==> config.mk <==
export PLATFORM = sky130hd
export DESIGN_NAME = alu_exec
export DESIGN_NICKNAME = d
export VERILOG_FILES = /design/src/rtl/alu_exec.sv
export SDC_FILE = /design/constraint.sdc
export NUM_CORES = 1
export LEC_CHECK = 0
export CELL_PAD_IN_SITES_DETAIL_PLACEMENT = 0
export CELL_PAD_IN_SITES_GLOBAL_PLACEMENT = 1
export CORE_MARGIN = 5
export CORE_UTILIZATION = 47
export CTS_CLUSTER_SIZE = 20
export DETAILED_ROUTE_END_ITERATION = 16
export PLACE_DENSITY = 0.83
export SYNTH_ARGS = -nofsm -noshare
export SYNTH_HDL_FRONTEND = slang
export SYNTH_SLANG_ARGS = --single-unit
==> constraint.sdc <==
create_clock -name clk -period 5.12 [get_ports clk]
set_input_delay 1.536 -clock clk [delete_from_list [all_inputs] [get_ports clk]]
set_output_delay 1.536 -clock clk [all_outputs]
set_load 0.01 [all_outputs]
==> src/rtl/alu_exec.sv <==
// Execute-stage ALU for the multicycle RV32I core.
// Logic and add/sub ops finish one cycle after capture. Shifts move one bit
// per cycle. Result and compare flags are registered and held until the
// next operation updates them.
module alu_exec #(
  parameter int WIDTH   = 32,
  parameter int SHAMT_W = 5
) (
  input  logic              clk,
  input  logic              rst,
  input  logic              alu_en,
  input  logic [WIDTH-28:0] alu_op,
  input  logic [WIDTH-1:0]  port_a,
  input  logic [WIDTH-1:0]  port_b,
  output logic [WIDTH-1:0]  alu_result,
  output logic              alu_valid,
  output logic              flag_eq,
  output logic              flag_lt,
  output logic              flag_ltu,
  output logic              alu_busy
);

  localparam int OP_W = WIDTH - 27;

  localparam logic [OP_W-1:0] OP_ADD = OP_W'(5'b00000);
  localparam logic [OP_W-1:0] OP_SUB = OP_W'(5'b00011);
  localparam logic [OP_W-1:0] OP_AND = OP_W'(5'b01010);
  localparam logic [OP_W-1:0] OP_OR  = OP_W'(5'b01100);
  localparam logic [OP_W-1:0] OP_XOR = OP_W'(5'b01101);
  localparam logic [OP_W-1:0] OP_SLL = OP_W'(5'b01110);
  localparam logic [OP_W-1:0] OP_SRL = OP_W'(5'b01111);
  localparam logic [OP_W-1:0] OP_SRA = OP_W'(5'b10000);

  localparam logic [2:0] S_IDLE     = 3'd0;
  localparam logic [2:0] S_EXEC     = 3'd1;
  localparam logic [2:0] S_SHIFT    = 3'd2;
  localparam logic [2:0] S_DONE     = 3'd3;
  localparam logic [2:0] S_WAIT_LOW = 3'd4;

  logic [2:0]         state_q,  state_d;
  logic [WIDTH-1:0]   a_q,      a_d;
  logic [WIDTH-1:0]   b_q,      b_d;
  logic [OP_W-1:0]    op_q,     op_d;
  logic [WIDTH-1:0]   work_q,   work_d;
  logic [SHAMT_W-1:0] cnt_q,    cnt_d;
  logic [WIDTH-1:0]   result_q, result_d;
  logic               valid_q,  valid_d;
  logic               eq_q,     eq_d;
  logic               lt_q,     lt_d;
  logic               ltu_q,    ltu_d;

  // Single-position shifts of the working register, one per shift kind.
  logic [WIDTH-1:0] sll_w;
  logic [WIDTH-1:0] srl_w;
  logic [WIDTH-1:0] sra_w;

  genvar gi;
  generate
    for (gi = 0; gi < WIDTH; gi++) begin : g_shift1
      if (gi == 0) begin : g_lsb
        assign sll_w[gi] = 1'b0;
      end else begin : g_upper
        assign sll_w[gi] = work_q[gi-1];
      end
      if (gi == WIDTH - 1) begin : g_msb
        assign srl_w[gi] = 1'b0;
        assign sra_w[gi] = work_q[WIDTH-1];
      end else begin : g_lower
        assign srl_w[gi] = work_q[gi+1];
        assign sra_w[gi] = work_q[gi+1];
      end
    end
  endgenerate

  logic             new_is_shift;
  logic [WIDTH-1:0] shift1_val;
  logic [WIDTH-1:0] exec_val;

  // Decode whether the incoming op is a shift, used only at capture.
  always_comb begin
    new_is_shift = (alu_op == OP_SLL) || (alu_op == OP_SRL) || (alu_op == OP_SRA);
  end

  // Pick the one-bit shift matching the captured op.
  always_comb begin
    shift1_val = srl_w;
    if (op_q == OP_SLL) begin
      shift1_val = sll_w;
    end else if (op_q == OP_SRA) begin
      shift1_val = sra_w;
    end
  end

  // Single-cycle result; shifts only reach here with a zero amount.
  always_comb begin
    exec_val = '0;
    case (op_q)
      OP_ADD:                 exec_val = a_q + b_q;
      OP_SUB:                 exec_val = a_q - b_q;
      OP_AND:                 exec_val = a_q & b_q;
      OP_OR:                  exec_val = a_q | b_q;
      OP_XOR:                 exec_val = a_q ^ b_q;
      OP_SLL, OP_SRL, OP_SRA: exec_val = a_q;
      default:                exec_val = '0;
    endcase
  end

  // Next-state logic for the control FSM and the datapath registers.
  always_comb begin
    state_d  = state_q;
    a_d      = a_q;
    b_d      = b_q;
    op_d     = op_q;
    work_d   = work_q;
    cnt_d    = cnt_q;
    result_d = result_q;
    valid_d  = valid_q;
    eq_d     = eq_q;
    lt_d     = lt_q;
    ltu_d    = ltu_q;
    case (state_q)
      S_IDLE: begin
        if (alu_en) begin
          a_d    = port_a;
          b_d    = port_b;
          op_d   = alu_op;
          work_d = port_a;
          cnt_d  = port_b[SHAMT_W-1:0];
          eq_d   = (port_a == port_b);
          lt_d   = ($signed(port_a) < $signed(port_b));
          ltu_d  = (port_a < port_b);
          if (new_is_shift && (port_b[SHAMT_W-1:0] != '0)) begin
            state_d = S_SHIFT;
          end else begin
            state_d = S_EXEC;
          end
        end
      end
      S_EXEC: begin
        result_d = exec_val;
        valid_d  = 1'b1;
        state_d  = S_DONE;
      end
      S_SHIFT: begin
        work_d = shift1_val;
        cnt_d  = cnt_q - SHAMT_W'(1);
        if (cnt_q == SHAMT_W'(1)) begin
          result_d = shift1_val;
          valid_d  = 1'b1;
          state_d  = S_DONE;
        end
      end
      S_DONE: begin
        valid_d = 1'b0;
        state_d = S_WAIT_LOW;
      end
      S_WAIT_LOW: begin
        // A request still held from the previous op must not recapture.
        if (!alu_en) begin
          state_d = S_IDLE;
        end
      end
      default: begin
        valid_d = 1'b0;
        state_d = S_IDLE;
      end
    endcase
  end

  // State registers; reset aborts any op in flight.
  always_ff @(posedge clk) begin
    if (rst) begin
      state_q  <= S_IDLE;
      a_q      <= '0;
      b_q      <= '0;
      op_q     <= '0;
      work_q   <= '0;
      cnt_q    <= '0;
      result_q <= '0;
      valid_q  <= 1'b0;
      eq_q     <= 1'b0;
      lt_q     <= 1'b0;
      ltu_q    <= 1'b0;
    end else begin
      state_q  <= state_d;
      a_q      <= a_d;
      b_q      <= b_d;
      op_q     <= op_d;
      work_q   <= work_d;
      cnt_q    <= cnt_d;
      result_q <= result_d;
      valid_q  <= valid_d;
      eq_q     <= eq_d;
      lt_q     <= lt_d;
      ltu_q    <= ltu_d;
    end
  end

  assign alu_result = result_q;
  assign alu_valid  = valid_q;
  assign flag_eq    = eq_q;
  assign flag_lt    = lt_q;
  assign flag_ltu   = ltu_q;
  assign alu_busy   = (state_q != S_IDLE);

endmodule

-- Word level (Yosys, flattened, before mapping)
Cells that the tools add are included.
- flip-flop bits (word level): 145
- latch bits: 0
- RAM bits: 0
- ROM bits: 0
- input bits: 72
- output and inout port bits: 37
- word-level logic and storage cells: 71
- memories kept: 0
- add/subtract/negate cells: 3
- multiply operators: 0
- div/mod/pow operators: 0
- order comparisons: 2
- equality and inequality tests: 19
- shift-type cells: 0
- mux-type cells: 16
- bitwise gates (word level): 4
- reductions and logical operators: 16
- operator list (cell ; number):
    32-bit case mux with 6 select lines ; 1
    32-bit two-way mux ; 4
    32-bit case mux with 2 select lines ; 2
    32-bit less-than comparator ; 2
    5-bit by 4-bit equality test with 1-bit output, second input constant ; 7
    32-bit adder ; 1
    32-bit bitwise AND ; 1
    32-bit equality test ; 1
    32-bit OR ; 1
    32-bit subtractor ; 1
    32-bit bitwise XOR ; 1
    3-bit case mux with 5 select lines ; 1
    5-bit equality test, second input constant ; 2
    5-bit case mux with 2 select lines ; 1
    3-bit two-way mux ; 3
    2-bit AND reduction ; 4
    3-bit by 2-bit equality test with 1-bit output, second input constant ; 2
    2-bit != test, second input constant ; 3
    5-bit by 1-bit equality test with 1-bit output, second input constant ; 1
    5-bit by 2-bit equality test with 1-bit output, second input constant ; 1
    5-bit logical NOT ; 1
    5-bit two-way mux ; 1
    5-bit nonzero test ; 1
    5-bit by 1-bit subtractor with 5-bit output, second input constant ; 1
    14 further kinds ; 16

-- Longest topological paths before layout
- depth in word-level cells: 7
- mapped depth: 18
- mapped depth without buffers: 17

-- Least setup slack after synthesis
OpenSTA, ideal clock, no wires.
- kind: register to register
- start point: reg b_q[8]
- end point: reg result_q[27], in the netlist alu_result[27]
- setup time: 74 ps
- arrival: 3296 ps
- required time: 5046 ps
- path slack: 1750 ps
- cell stages (with the launch flop): 18
- buffers on the path: 1
- clock period less this slack: 3370 ps
- path through: dfxtp_1 > inv_2 > nand4_2 > or3_4 > nor3_1 > nand2_1 > o31ai_1 > xnor2_1 > ha_1 > buf_4 > a21o_1 > a21o_1 > a21oi_1 > and3_1 > a21oi_1 > o21ai_2 > or4_1 > a31oi_1
- word-level cells in the longest chain between the ends: 3
- elaborated cells on any way between the ends: 4
- those cells by class: 2 x add/sub; 2 x mux
- RTL lines (item ; line ; source):
    start, declared ; 42 ; logic [WIDTH-1:0] b_q, b_d;
    start signal, assigned ; 175 ; b_q <= '0;
    start signal, assigned ; 187 ; b_q <= b_d;
    32-bit subtractor or 32-bit adder (tied branches) ; 99, 98 ;
    32-bit case mux with 6 select lines (*) ; 97 ; case (op_q)
    32-bit case mux with 2 select lines (*) ; 121 ; case (state_q)
    end signal, assigned ; 191 ; result_q <= result_d;
    end, declared ; 46 ; logic [WIDTH-1:0] result_q, result_d;
Mark *: on every way between the ends. The rest lies on a longest branch, timed or not.
A chain may end at the register's enable or synchronous reset.

-- Worst setup path in the final report
- start point: reg b_q[2]
- end point: reg result_q[28], in the netlist alu_result[28]
The elaborated chain is that of the path after synthesis.

==> reports/metrics.csv <==
stage,metric,value,unit
setup_path,CP max FO,6,
hold_path,hold path depth,2,
hold_path,"Endpoint, Worst Hold",flag_ltu,
global_route,initial antenna violation count,0,
outcome,status,"complete, no violations",
cells_and_area,layout cells sized above 1,0.0777,
yosys,Post-synth EDFFs,0,
detailed_routing,vias,11000,
cells_and_area,Final Cell Area,13200,sq um
yosys,Syn Inst Count,1472,
die,Row Count,56,
global_route,global-route wire length before repair,57700,um
clocking,postcts setup bufs,0,
yosys,yosys warns,0,
detailed_routing,drt total wl,36400,um
cells_and_area,number of fillers in the final layout,2243,
yosys,Mapped Area,11200,sq um
clocking,Clock Tree Buf Depth,2,
global_route,largest net degree at the start of global routing,81,
global_route,GR Overflow Total,0,
detailed_routing,ANT nets after route,0,
setup_path,cells on worst reg2reg path,16,
die,core area,23500,sq um
setup_path,CP Capture Type,register,
yosys,Yosys top cell by area,dfxtp_1,
global_route,All-Layer GR Usage,0.270,
detailed_routing,drt pass-1 iters,5,
setup_path,Crit Reg-Reg Startpoint,b_q[2],
yosys,syn nets,1675,
placement,post-DP HPWL,26800,um
clocking,# hold bufs at CTS,0,
sta,f_max,0.241,GHz
hold_path,HP Start,flag_ltu,
sta,final period utilization,0.810,
power_and_ir_drop,LEAKAGE,5.51,nW
die,initial core utilization,0.478,
run,max-cap violation count,0,
detailed_routing,wire per inst,19.5,um
die,io pins,109,
power_and_ir_drop,"IR drop worst, VDD",0.196,mV
yosys,ys async rst share,0,
clocking,CTS tree,yes,
yosys,post-synthesis cell type count,89,
clocking,Worst-Skew Late Latency,440,ps
setup_path,critical path launch point type,register,
placement,IO Port Bufs,108,
cells_and_area,Layout area overhead,17.1,%
sta,Fin Setup TNS,0,ps
power_and_ir_drop,PD cells,347,nW/um^2
setup_path,R2R Setup Slk,970,ps
die,Die ar.,27100,sq um
cells_and_area,NumNets Final,1736,
yosys,Synth area leaders,"dfxtp_1, ha_1, nand2_1",
clocking,CTS H-tree depth,4,
yosys,"count leader, synth",nand2_1,
clocking,"Reg clk slew, reported paths",70,ps
sta,final hold violations,0,
hold_path,Hold Path Class,reg2reg,
yosys,Synth top area share,0.258,
yosys,Synth top cells by count,"nand2_1, a21oi_1, dfxtp_1",
sta,# setup viols final,0,
yosys,Synth Flop Type,dfxtp_1,
yosys,"Seq/Total Area, Yosys",0.258,
die,die height,165,um
setup_path,Crit path required time,5420,ps
yosys,Yosys reg bits,145,
sta,max-slew violations,0,
setup_path,Critical R2R Capture,alu_result[28],
detailed_routing,DRC violations left,0,
placement,GP Congestion,0.910,
die,DIE WIDTH,165,um
sta,Hold WS,474,ps
placement,"Cell Area, Placed",12500,sq um
setup_path,Worst Path Arrival,4440,ps
sta,Setup Skew,9.84,ps
sta,RSZ-0062 raised after global routing,no,
clocking,CTS Buf Count,17,
clocking,Resize count post-CTS,0,
clocking,Clock Sinks,145,
setup_path,critical path class,reg2reg,
sta,post-route minimum period,4150,ps
clocking,clock root cell,clkbuf_16,
detailed_routing,vias per cell,5.88,
yosys,Syn Area/Cell,7.63,sq um
sta,slew margin rel.,0.234,
detailed_routing,first-iteration detailed-routing DRC count,935,
global_route,vias in the first global route,10300,
sta,worst-margin pin slew,1150,ps
cells_and_area,Antenna Cells,0,
==> where the power goes <==
part	total [mW]	switching, mW	leakage [nW]	internal (mW)
Combinational	1.73	1.03	4.01	0.697
Sequential	1.41	0.146	1.19	1.27
Clock	1.42	0.541	0.310	0.879
Total	4.56	1.72	5.51	2.84
==> stage by stage <==
stage | instances | worst slack (ps) | power (mW) | util
detailed placement | 1833 | 707 | 3.13 | 0.533
global placement | 1833 | 773 | 3.11 | 0.533
floorplan | 1472 | 1750 | 2.57 | -
global route | 1864 | 669 | 4.81 | 0.560
finish | 1864 | 971 | 4.56 | 0.560
CTS | 1864 | 1070 | 4.55 | 0.560
==> cells by family after synthesis <==
logic type,after synthesis,share of synthesized area
AO/OA/AOI/OAI,447,0.263
buffers and inverters,190,0.0704
XOR/XNOR,50,0.0390
AND/OR/NAND/NOR,475,0.193
flip-flops,145,0.258
multiplexers,34,0.0303
adder cells (fa/ha/maj),131,0.147
==> cell type report <==
| class | instances | area [sq um] | area share |
|---|---|---|---|
| timing repair buffer | 125 | 1230 | 0.0936 |
| multi-input combinational | 1137 | 7570 | 0.576 |
| clock buffer | 19 | 443 | 0.0337 |
| sequential | 145 | 2900 | 0.221 |
| inverter | 107 | 402 | 0.0305 |
| clock inverter | 12 | 205 | 0.0156 |
| tap | 319 | 399 | 0.0303 |
==> sequential cells by signal, summed over array words and instances, names as in the netlist <==
signal / count
flag_ltu: 1
work_q: 32
flag_lt: 1
state_q: 3
b_q: 32
flag_eq: 1
alu_valid: 1
alu_result: 32
cnt_q: 5
op_q: 5
a_q: 32
==> worst max-delay path: stages, from the launching register on <==
cell     delay, ps
dfxtp_1        370
nor2_1         340
nand4_1        360
nor3_2         300
nand2_1        230
o41ai_1        390
xnor2_1        110
ha_1           250
a21oi_1        440
nand2_1        100
a21oi_1        160
a31oi_1         70
or3_1          340
o22ai_1        150
xnor2_1         80
a21oi_1        240
nor3_1          70
==> layer usage <==
metal / wire length, um / GRT usage / vias to the layer above
li1: - / - / 5342
met1: 17500 / 0.407 / 5207
met2: 15600 / 0.399 / 384
met3: 2790 / 0.0504 / 34
met4: 518 / 0.0594 / 0
met5: 0 / 0 / -
==> worst max-delay path by stage <==
stage,from,cells after the start,slack [ps],endpoint
finish,b_q[2],16,970,alu_result[28]
global route,b_q[2],15,670,alu_result[27]
CTS,b_q[2],15,1070,alu_result[27]
detailed placement,port_b[31],12,710,flag_lt
global placement,port_b[31],12,770,flag_lt
floorplan,b_q[8],17,1750,alu_result[27]
==> cell usage in the layout, fill, tap and decap left out, types with 6 or more instances in the layout <==
| master | count |
|---|---|
| nand2_1 | 232 |
| a21oi_1 | 168 |
| dfxtp_1 | 145 |
| ha_1 | 130 |
| clkdlybuf4s50_1 | 107 |
| nor2_1 | 105 |
| inv_1 | 102 |
| o21ai_0 | 73 |
| xnor2_1 | 43 |
| mux2i_1 | 34 |
| nor3_1 | 29 |
| a21o_1 | 26 |
| a221oi_1 | 25 |
| nand3_1 | 22 |
| a31o_2 | 22 |
| nand4_1 | 20 |
| clkbuf_16 | 17 |
| buf_4 | 16 |
| o221ai_1 | 15 |
| a211oi_1 | 12 |
| a22oi_1 | 11 |
| o21a_1 | 9 |
| nor2b_1 | 8 |
| a31oi_1 | 8 |
| o21ai_1 | 8 |
| xor2_1 | 7 |
| nand2b_1 | 6 |
| o31ai_1 | 6 |
| o21bai_1 | 6 |
(Power assumes the default switching activity.)
